### config.mk
export PLATFORM = sky130hd
export DESIGN_NAME = systolic_array_controller_flat
export DESIGN_NICKNAME = d
export VERILOG_FILES = /design/src/rtl/systolic_array_controller_if.sv /design/src/rtl/systolic_array_controller.sv /design/src/flat_wrapper.sv
export SDC_FILE = /design/constraint.sdc
export NUM_CORES = 1
export LEC_CHECK = 0
export BUFFER_PORTS_ARGS = -buffer_cell sky130_fd_sc_hd__buf_2
export CORE_UTILIZATION = 25
export CTS_CLUSTER_SIZE = 14
export DETAILED_ROUTE_END_ITERATION = 12
export PLACE_DENSITY = 0.45
export SLEW_MARGIN = 20
export SYNTH_ARGS = -nofsm -noshare
export SYNTH_HDL_FRONTEND = slang
export SYNTH_SLANG_ARGS = --single-unit
### constraint.sdc
create_clock -name clk -period 3.8 [get_ports clk]
set_input_delay 0.76 -clock clk [delete_from_list [all_inputs] [get_ports clk]]
set_output_delay 0.76 -clock clk [all_outputs]
set_load 0.02 [all_outputs]
### src/rtl/systolic_array_controller_if.sv
// Control/status bundle between the operand buffers, the systolic array and its sequencer.
// SAC_ABORT_EN adds the abort request.
interface systolic_array_controller_if #(
  parameter int unsigned N  = 4,
  parameter int unsigned AW = 8
);
  localparam int unsigned NW = $clog2(N);

  logic              start;
  logic [AW-1:0]     k_len;
`ifdef SAC_ABORT_EN
  logic              abort;
`endif
  logic              busy;
  logic              done;
  logic              pe_clear;
  logic              weight_control;
  logic [NW-1:0]     w_rd_addr;
  logic [N-1:0]      subj_rd_en;
  logic [N*AW-1:0]   subj_rd_addr;
  logic [N-1:0]      res_valid;
  logic [N*AW-1:0]   res_idx;

`ifdef SAC_ABORT_EN
  modport master (
    output start, k_len, abort,
    input  busy, done, pe_clear, weight_control, w_rd_addr,
    input  subj_rd_en, subj_rd_addr, res_valid, res_idx
  );
  modport slave (
    input  start, k_len, abort,
    output busy, done, pe_clear, weight_control, w_rd_addr,
    output subj_rd_en, subj_rd_addr, res_valid, res_idx
  );
`else
  modport master (
    output start, k_len,
    input  busy, done, pe_clear, weight_control, w_rd_addr,
    input  subj_rd_en, subj_rd_addr, res_valid, res_idx
  );
  modport slave (
    input  start, k_len,
    output busy, done, pe_clear, weight_control, w_rd_addr,
    output subj_rd_en, subj_rd_addr, res_valid, res_idx
  );
`endif
endinterface

### src/rtl/systolic_array_controller.sv
// Sequencer for an N x N systolic array: clear, load N weight rows, stream K skewed vectors, drain.
// Optional SAC_ABORT_EN: abort in CLR/LOAD_W/RUN jumps straight to DONE.
module systolic_array_controller #(
  parameter int unsigned N  = 4,
  parameter int unsigned AW = 8
) (
  input logic                   clk,
  input logic                   clear,
  systolic_array_controller_if.slave bus
);

  localparam int unsigned NW = $clog2(N);
  // Wide enough for t up to K+2N-2 with K at its maximum.
  localparam int unsigned TW = AW + NW + 1;

  typedef enum logic [2:0] {StIdle, StClr, StLoadW, StRun, StDone} state_e;

  state_e          state_q, state_d;
  logic [TW-1:0]   cnt_q, cnt_d;
  logic [AW-1:0]   k_q, k_d;
  logic [TW-1:0]   run_last;

  logic            busy_q, busy_d;
  logic            done_q, done_d;
  logic            pe_clear_q, pe_clear_d;
  logic            wc_q, wc_d;
  logic [NW-1:0]   wa_q, wa_d;
  logic [N-1:0]    sen_q, sen_d;
  logic [N*AW-1:0] sad_q, sad_d;
  logic [N-1:0]    rv_q, rv_d;
  logic [N*AW-1:0] ri_q, ri_d;

  assign run_last = TW'(k_q) + TW'(2 * N - 2);

  always_comb begin
    state_d = state_q;
    cnt_d   = cnt_q;
    k_d     = k_q;
    case (state_q)
      StIdle: begin
        if (bus.start) begin
          state_d = StClr;
          k_d     = bus.k_len;
          cnt_d   = '0;
        end
      end
      StClr: begin
        state_d = StLoadW;
        cnt_d   = '0;
      end
      StLoadW: begin
        if (cnt_q == TW'(N - 1)) begin
          cnt_d   = '0;
          state_d = (k_q == '0) ? StDone : StRun;
        end else begin
          cnt_d = cnt_q + TW'(1);
        end
      end
      StRun: begin
        if (cnt_q == run_last) begin
          cnt_d   = '0;
          state_d = StDone;
        end else begin
          cnt_d = cnt_q + TW'(1);
        end
      end
      StDone:  state_d = StIdle;
      default: state_d = StIdle;
    endcase
`ifdef SAC_ABORT_EN
    if (bus.abort && (state_q inside {StClr, StLoadW, StRun})) begin
      state_d = StDone;
      cnt_d   = '0;
    end
`endif
  end

  // Outputs are decoded from the next state so they register in step with it.
  always_comb begin
    logic [TW-1:0] ke;
    logic [TW-1:0] lo;
    busy_d     = (state_d != StIdle);
    done_d     = (state_d == StDone);
    pe_clear_d = (state_d == StClr);
    wc_d       = (state_d == StLoadW);
    wa_d       = wc_d ? cnt_d[NW-1:0] : '0;
    sen_d      = '0;
    sad_d      = '0;
    rv_d       = '0;
    ri_d       = '0;
    ke         = TW'(k_d);
    lo         = '0;
    if (state_d == StRun) begin
      for (int unsigned r = 0; r < N; r++) begin
        lo = TW'(r);
        if (cnt_d >= lo && cnt_d < ke + lo) begin
          sen_d[r]          = 1'b1;
          sad_d[r*AW +: AW] = AW'(cnt_d - lo);
        end
      end
      for (int unsigned c = 0; c < N; c++) begin
        lo = TW'(N + c);
        if (cnt_d >= lo && cnt_d < ke + lo) begin
          rv_d[c]          = 1'b1;
          ri_d[c*AW +: AW] = AW'(cnt_d - lo);
        end
      end
    end
  end

  always_ff @(posedge clk or negedge clear) begin
    if (!clear) begin
      state_q    <= StIdle;
      cnt_q      <= '0;
      k_q        <= '0;
      busy_q     <= 1'b0;
      done_q     <= 1'b0;
      pe_clear_q <= 1'b0;
      wc_q       <= 1'b0;
      wa_q       <= '0;
      sen_q      <= '0;
      sad_q      <= '0;
      rv_q       <= '0;
      ri_q       <= '0;
    end else begin
      state_q    <= state_d;
      cnt_q      <= cnt_d;
      k_q        <= k_d;
      busy_q     <= busy_d;
      done_q     <= done_d;
      pe_clear_q <= pe_clear_d;
      wc_q       <= wc_d;
      wa_q       <= wa_d;
      sen_q      <= sen_d;
      sad_q      <= sad_d;
      rv_q       <= rv_d;
      ri_q       <= ri_d;
    end
  end

  assign bus.busy           = busy_q;
  assign bus.done           = done_q;
  assign bus.pe_clear       = pe_clear_q;
  assign bus.weight_control = wc_q;
  assign bus.w_rd_addr      = wa_q;
  assign bus.subj_rd_en     = sen_q;
  assign bus.subj_rd_addr   = sad_q;
  assign bus.res_valid      = rv_q;
  assign bus.res_idx        = ri_q;

endmodule
### src/flat_wrapper.sv
// flat-port wrapper written by rule: the top's interface ports become plain ports
module systolic_array_controller_flat 
#(
  parameter int unsigned N  = 4,
  parameter int unsigned AW = 8
)
  (clk, clear, bus_start, bus_k_len, bus_busy, bus_done, bus_pe_clear, bus_weight_control, bus_w_rd_addr, bus_subj_rd_en, bus_subj_rd_addr, bus_res_valid, bus_res_idx);
  systolic_array_controller_if #(.N(N), .AW(AW)) bus_i ();
  input logic clk;
  input logic clear;
  input wire logic [$bits(bus_i.start)-1:0] bus_start;
  input wire logic [$bits(bus_i.k_len)-1:0] bus_k_len;
  output wire logic [$bits(bus_i.busy)-1:0] bus_busy;
  output wire logic [$bits(bus_i.done)-1:0] bus_done;
  output wire logic [$bits(bus_i.pe_clear)-1:0] bus_pe_clear;
  output wire logic [$bits(bus_i.weight_control)-1:0] bus_weight_control;
  output wire logic [$bits(bus_i.w_rd_addr)-1:0] bus_w_rd_addr;
  output wire logic [$bits(bus_i.subj_rd_en)-1:0] bus_subj_rd_en;
  output wire logic [$bits(bus_i.subj_rd_addr)-1:0] bus_subj_rd_addr;
  output wire logic [$bits(bus_i.res_valid)-1:0] bus_res_valid;
  output wire logic [$bits(bus_i.res_idx)-1:0] bus_res_idx;
  assign bus_i.start = bus_start;
  assign bus_i.k_len = bus_k_len;
  assign bus_busy = bus_i.busy;
  assign bus_done = bus_i.done;
  assign bus_pe_clear = bus_i.pe_clear;
  assign bus_weight_control = bus_i.weight_control;
  assign bus_w_rd_addr = bus_i.w_rd_addr;
  assign bus_subj_rd_en = bus_i.subj_rd_en;
  assign bus_subj_rd_addr = bus_i.subj_rd_addr;
  assign bus_res_valid = bus_i.res_valid;
  assign bus_res_idx = bus_i.res_idx;
  systolic_array_controller #(.N(N), .AW(AW)) u_core (.clk(clk), .clear(clear), .bus(bus_i));
endmodule
==> flow_metrics.env <==
export IMPL_status="finished, violations left"
export IMPL_violations="negative setup slack"
export IMPL_cts_htree_levels=3
export IMPL_drt_iter0_markers=425
export IMPL_cpMaxStageDelayCell="or4_4"
export IMPL_multi_input_area_mm2=0.00470
export IMPL_clk_pin_slew_worst_paths_ps=80
export IMPL_synth_distinct_cells=77
export IMPL_tns_ps=-251
export IMPL_crit_path_max_incr_delay_ps=420
export IMPL_core_mm2=0.0279
export IMPL_yosysSeqAreaShare_pct=35.2
export IMPL_globalplace_congestion=0.922
export IMPL_period_share_pct=101
export IMPL_worst_pin_slew_ps=1000
export IMPL_rsz0062_at_grt="true"
export IMPL_diodes=0
export IMPL_drt_total_wl_mm=25.0
export IMPL_grt_pass1_wl_mm=38.1
export IMPL_hp_class="in -> async"
export IMPL_synthesis_area_mm2=0.00710
export IMPL_hold_ws_ps=434
export IMPL_overflow=0
export IMPL_fill_cells=2863
export IMPL_grt_max_degree=56
export IMPL_grt_usage_pct=17.5
export IMPL_worstPathCellList="o2111a_1, or4_4, o311a_4, a211o_4, a21oi_4, buf_6, o21ai_4, buf_12, ha_4, o21a_1, o211ai_1, a21oi_2, a221oi_2, buf_4, o221ai_4, nor2_1"
export IMPL_initial_utilization_pct=25.5
export IMPL_yosys_warnings=0
export IMPL_routedWlPerCell_um=17.8
export IMPL_crit_type="reg -> reg"
export IMPL_cts_tree="built"
export IMPL_drc=0
export IMPL_crit_family="compound AO/OA/AOI/OAI gates"
export IMPL_setup_viol=8
export IMPL_power_density_mw_per_mm2=885
export IMPL_die_y_um=171
export IMPL_ys_ff_latch=100
export IMPL_fp_row_count=61
export IMPL_grt_pass1_vias=6471
export IMPL_leakage_nw=4.88
export IMPL_avgSynthCellArea_um2=9.33
export IMPL_drive_gt1_share_pct=38.6
export IMPL_clkLatencyLatePin_ps=370
export IMPL_dpl_cell_area_mm2=0.00930
export IMPL_path_buf_inv=3
export IMPL_first_pass_iters=5
export IMPL_yosys_area_top_type_share_pct=35.2
export IMPL_antenna_found_initial=0
export IMPL_antenna_left=0
export IMPL_nNetsFinal=1105
export IMPL_areaGrowthSynthToFinish_pct=41.9
export IMPL_maxSlewHeadroom_pct=33.0
export IMPL_critPathMaxFanout=5
export IMPL_max_cap_viol_count=0
export IMPL_async_flop_share_pct=100
export IMPL_ir_drop_v=0.000308
export IMPL_required_ps=4090
export IMPL_numPortBuffers=88
export IMPL_num_vias=6442
export IMPL_final_area_mm2=0.0101
export IMPL_fmax_ghz=0.260
export IMPL_die_w_um=171
export IMPL_clockBufferDepth=2
export IMPL_synth_largest_area_cell="dfrtp_1"
export IMPL_synthFlopType="dfrtp_1"
export IMPL_syn_instance_count=761
export IMPL_cp_arrival_ps=4140
export IMPL_die_area_mm2=0.0291
export IMPL_synth_area_leaders="dfrtp_1 35%, ha_1 13%, xnor2_1 7.5%, nor2_1 5.1%, nand2_1 2.9%"
export IMPL_cts_buffers=9
export IMPL_syn_nets=847
export IMPL_clock_skew_ps=14.1
export IMPL_finalMaxSlewViolations=0
export IMPL_regArea_mm2=0.00250
export IMPL_worst_slack_ps=-52.5
export IMPL_synth_edff_count=0
export IMPL_fin_crit_ps=3850
export IMPL_crit_path_end_kind="flop"
export IMPL_startpoint_type="flop"
export IMPL_cts_root_buf="clkbuf_16"
export IMPL_ctsHoldBuffers=0
export IMPL_io_pins=89
export IMPL_viasPerCell=4.59
export IMPL_post_dp_hpwl_mm=19.4
export IMPL_cts_sinks=100
export IMPL_final_hold_violation_count=0
[report_power, final]
group          internal, mW  leakage (nW)  switching (mW)
registers              1.18          1.34           0.104
clock network         0.477         0.152           0.508
logic                  2.92          3.39            3.73
[cells in the mapped netlist (4+ instances only)]
library cell / count
clkbuf_1: 12
o21a_1: 5
xor2_1: 20
dfrtp_1: 100
o211ai_1: 7
nand2b_1: 6
and2_1: 6
xnor2_1: 61
o21ai_0: 26
nor2b_1: 13
a21oi_1: 36
nor2_2: 7
ha_1: 75
nor4_1: 5
a31oi_1: 6
inv_1: 38
buf_2: 12
a21o_1: 10
nor3_1: 16
o21ai_1: 8
nand2_1: 54
or2_2: 7
nand3_1: 23
nor2_1: 97
nor3b_1: 4
nand4_1: 7
mux2i_1: 5
and3_1: 5
inv_2: 7
or3_1: 4
a2111oi_0: 4
a211oi_1: 7
[repair_timing]
item,4_1_cts,5_1_grt
cloned,1,1
buffers inserted,5,7
pin swaps,14,34
setup endpoints to repair,59,72
gates resized for setup,18,50
[cell type report]
class / instances / area share [%]
clock buffer: 9 / 2.23
clock inverter: 7 / 0.906
inverter: 46 / 1.75
multi-input combinational: 589 / 46.6
sequential: 100 / 24.8
tap: 378 / 4.69
timing repair buffer: 273 / 19.0
[sequential cells by signal, indices dropped and copies added (netlist names), 2 cells and up]
name / cells
u_core.bus.res_valid: 4
u_core.bus.w_rd_addr: 2
u_core.state_q: 3
u_core.bus.subj_rd_addr: 32
u_core.bus.res_idx: 32
u_core.bus.subj_rd_en: 4
u_core.k_q: 8
u_core.cnt_q: 11
[final timing paths]
| check | startpoint | endpoint | slack [ps] | depth (start not counted) |
|---|---|---|---|---|
| max reg2reg | u_core.k_q[2] | u_core.bus.res_idx[18] | -50 | 16 |
| min reg2reg | u_core.cnt_q[10] | u_core.cnt_q[10] | 570 | 2 |
| max in group asynchronous | clear | u_core.bus.subj_rd_addr[6] | 2510 | 2 |
| max | u_core.k_q[2] | u_core.bus.res_idx[18] | -50 | 16 |
| min | clear | u_core.cnt_q[9] | 430 | 1 |
| min in group clk | u_core.cnt_q[10] | u_core.cnt_q[10] | 570 | 2 |
[routing by layer]
metal	GRT usage (%)	routed length, µm	vias up
met2	28.9	11700	138
li1	-	-	3179
met1	23.5	11800	3094
met4	5.37	501	0
met5	0	0	-
met3	2.45	992	31
[layout by cell type (no fill, tap or decap), drive strengths merged, types with 4 or more instances in the layout]
cell	instances
a2111oi	5
a211oi	9
a21o	10
a21oi	41
a31oi	7
and2	6
and3	5
buf	273
clkbuf	9
clkinv	5
dfrtp	100
ha	75
inv	48
mux2i	6
nand2	55
nand2b	6
nand3	23
nand4	7
nor2	104
nor2b	13
nor3	17
nor3b	5
nor4	8
o2111ai	5
o211ai	12
o21a	5
o21ai	34
or2	7
or3	4
xnor2	61
xor2	20
[through the flow]
step           utilization [%]  worst slack [ps]  cells  power (mW)
6_report                  36.2             -52.5   1402        8.92
3_3_place_gp              33.4              -268   1372        7.42
5_1_grt                   36.2              -189   1402        9.65
2_1_floorplan                -             -57.1    761        4.84
4_1_cts                   35.0             -31.8   1394        8.59
3_5_place_dp              33.4              -264   1372        7.42
[worst register-to-register path: cells and delay by family (launching register included)]
family | cells | cell delay (ps)
adder cells (fa/ha/maj) | 1 | 230
AND/OR/NAND/NOR | 2 | 560
AO/OA/AOI/OAI | 10 | 2040
buffers and inverters | 3 | 520
flip-flops | 1 | 410
[kinds of logic after synthesis]
| group | Yosys count | synth area share, % |
|---|---|---|
| AO/OA/AOI/OAI | 155 | 17.0 |
| flip-flops | 100 | 35.2 |
| buffers and inverters | 74 | 4.39 |
| multiplexers | 7 | 1.06 |
| XOR/XNOR | 81 | 9.99 |
| adder cells (fa/ha/maj) | 75 | 13.2 |
| AND/OR/NAND/NOR | 269 | 19.1 |
No activity file was read; power rests on OpenSTA's default activity.
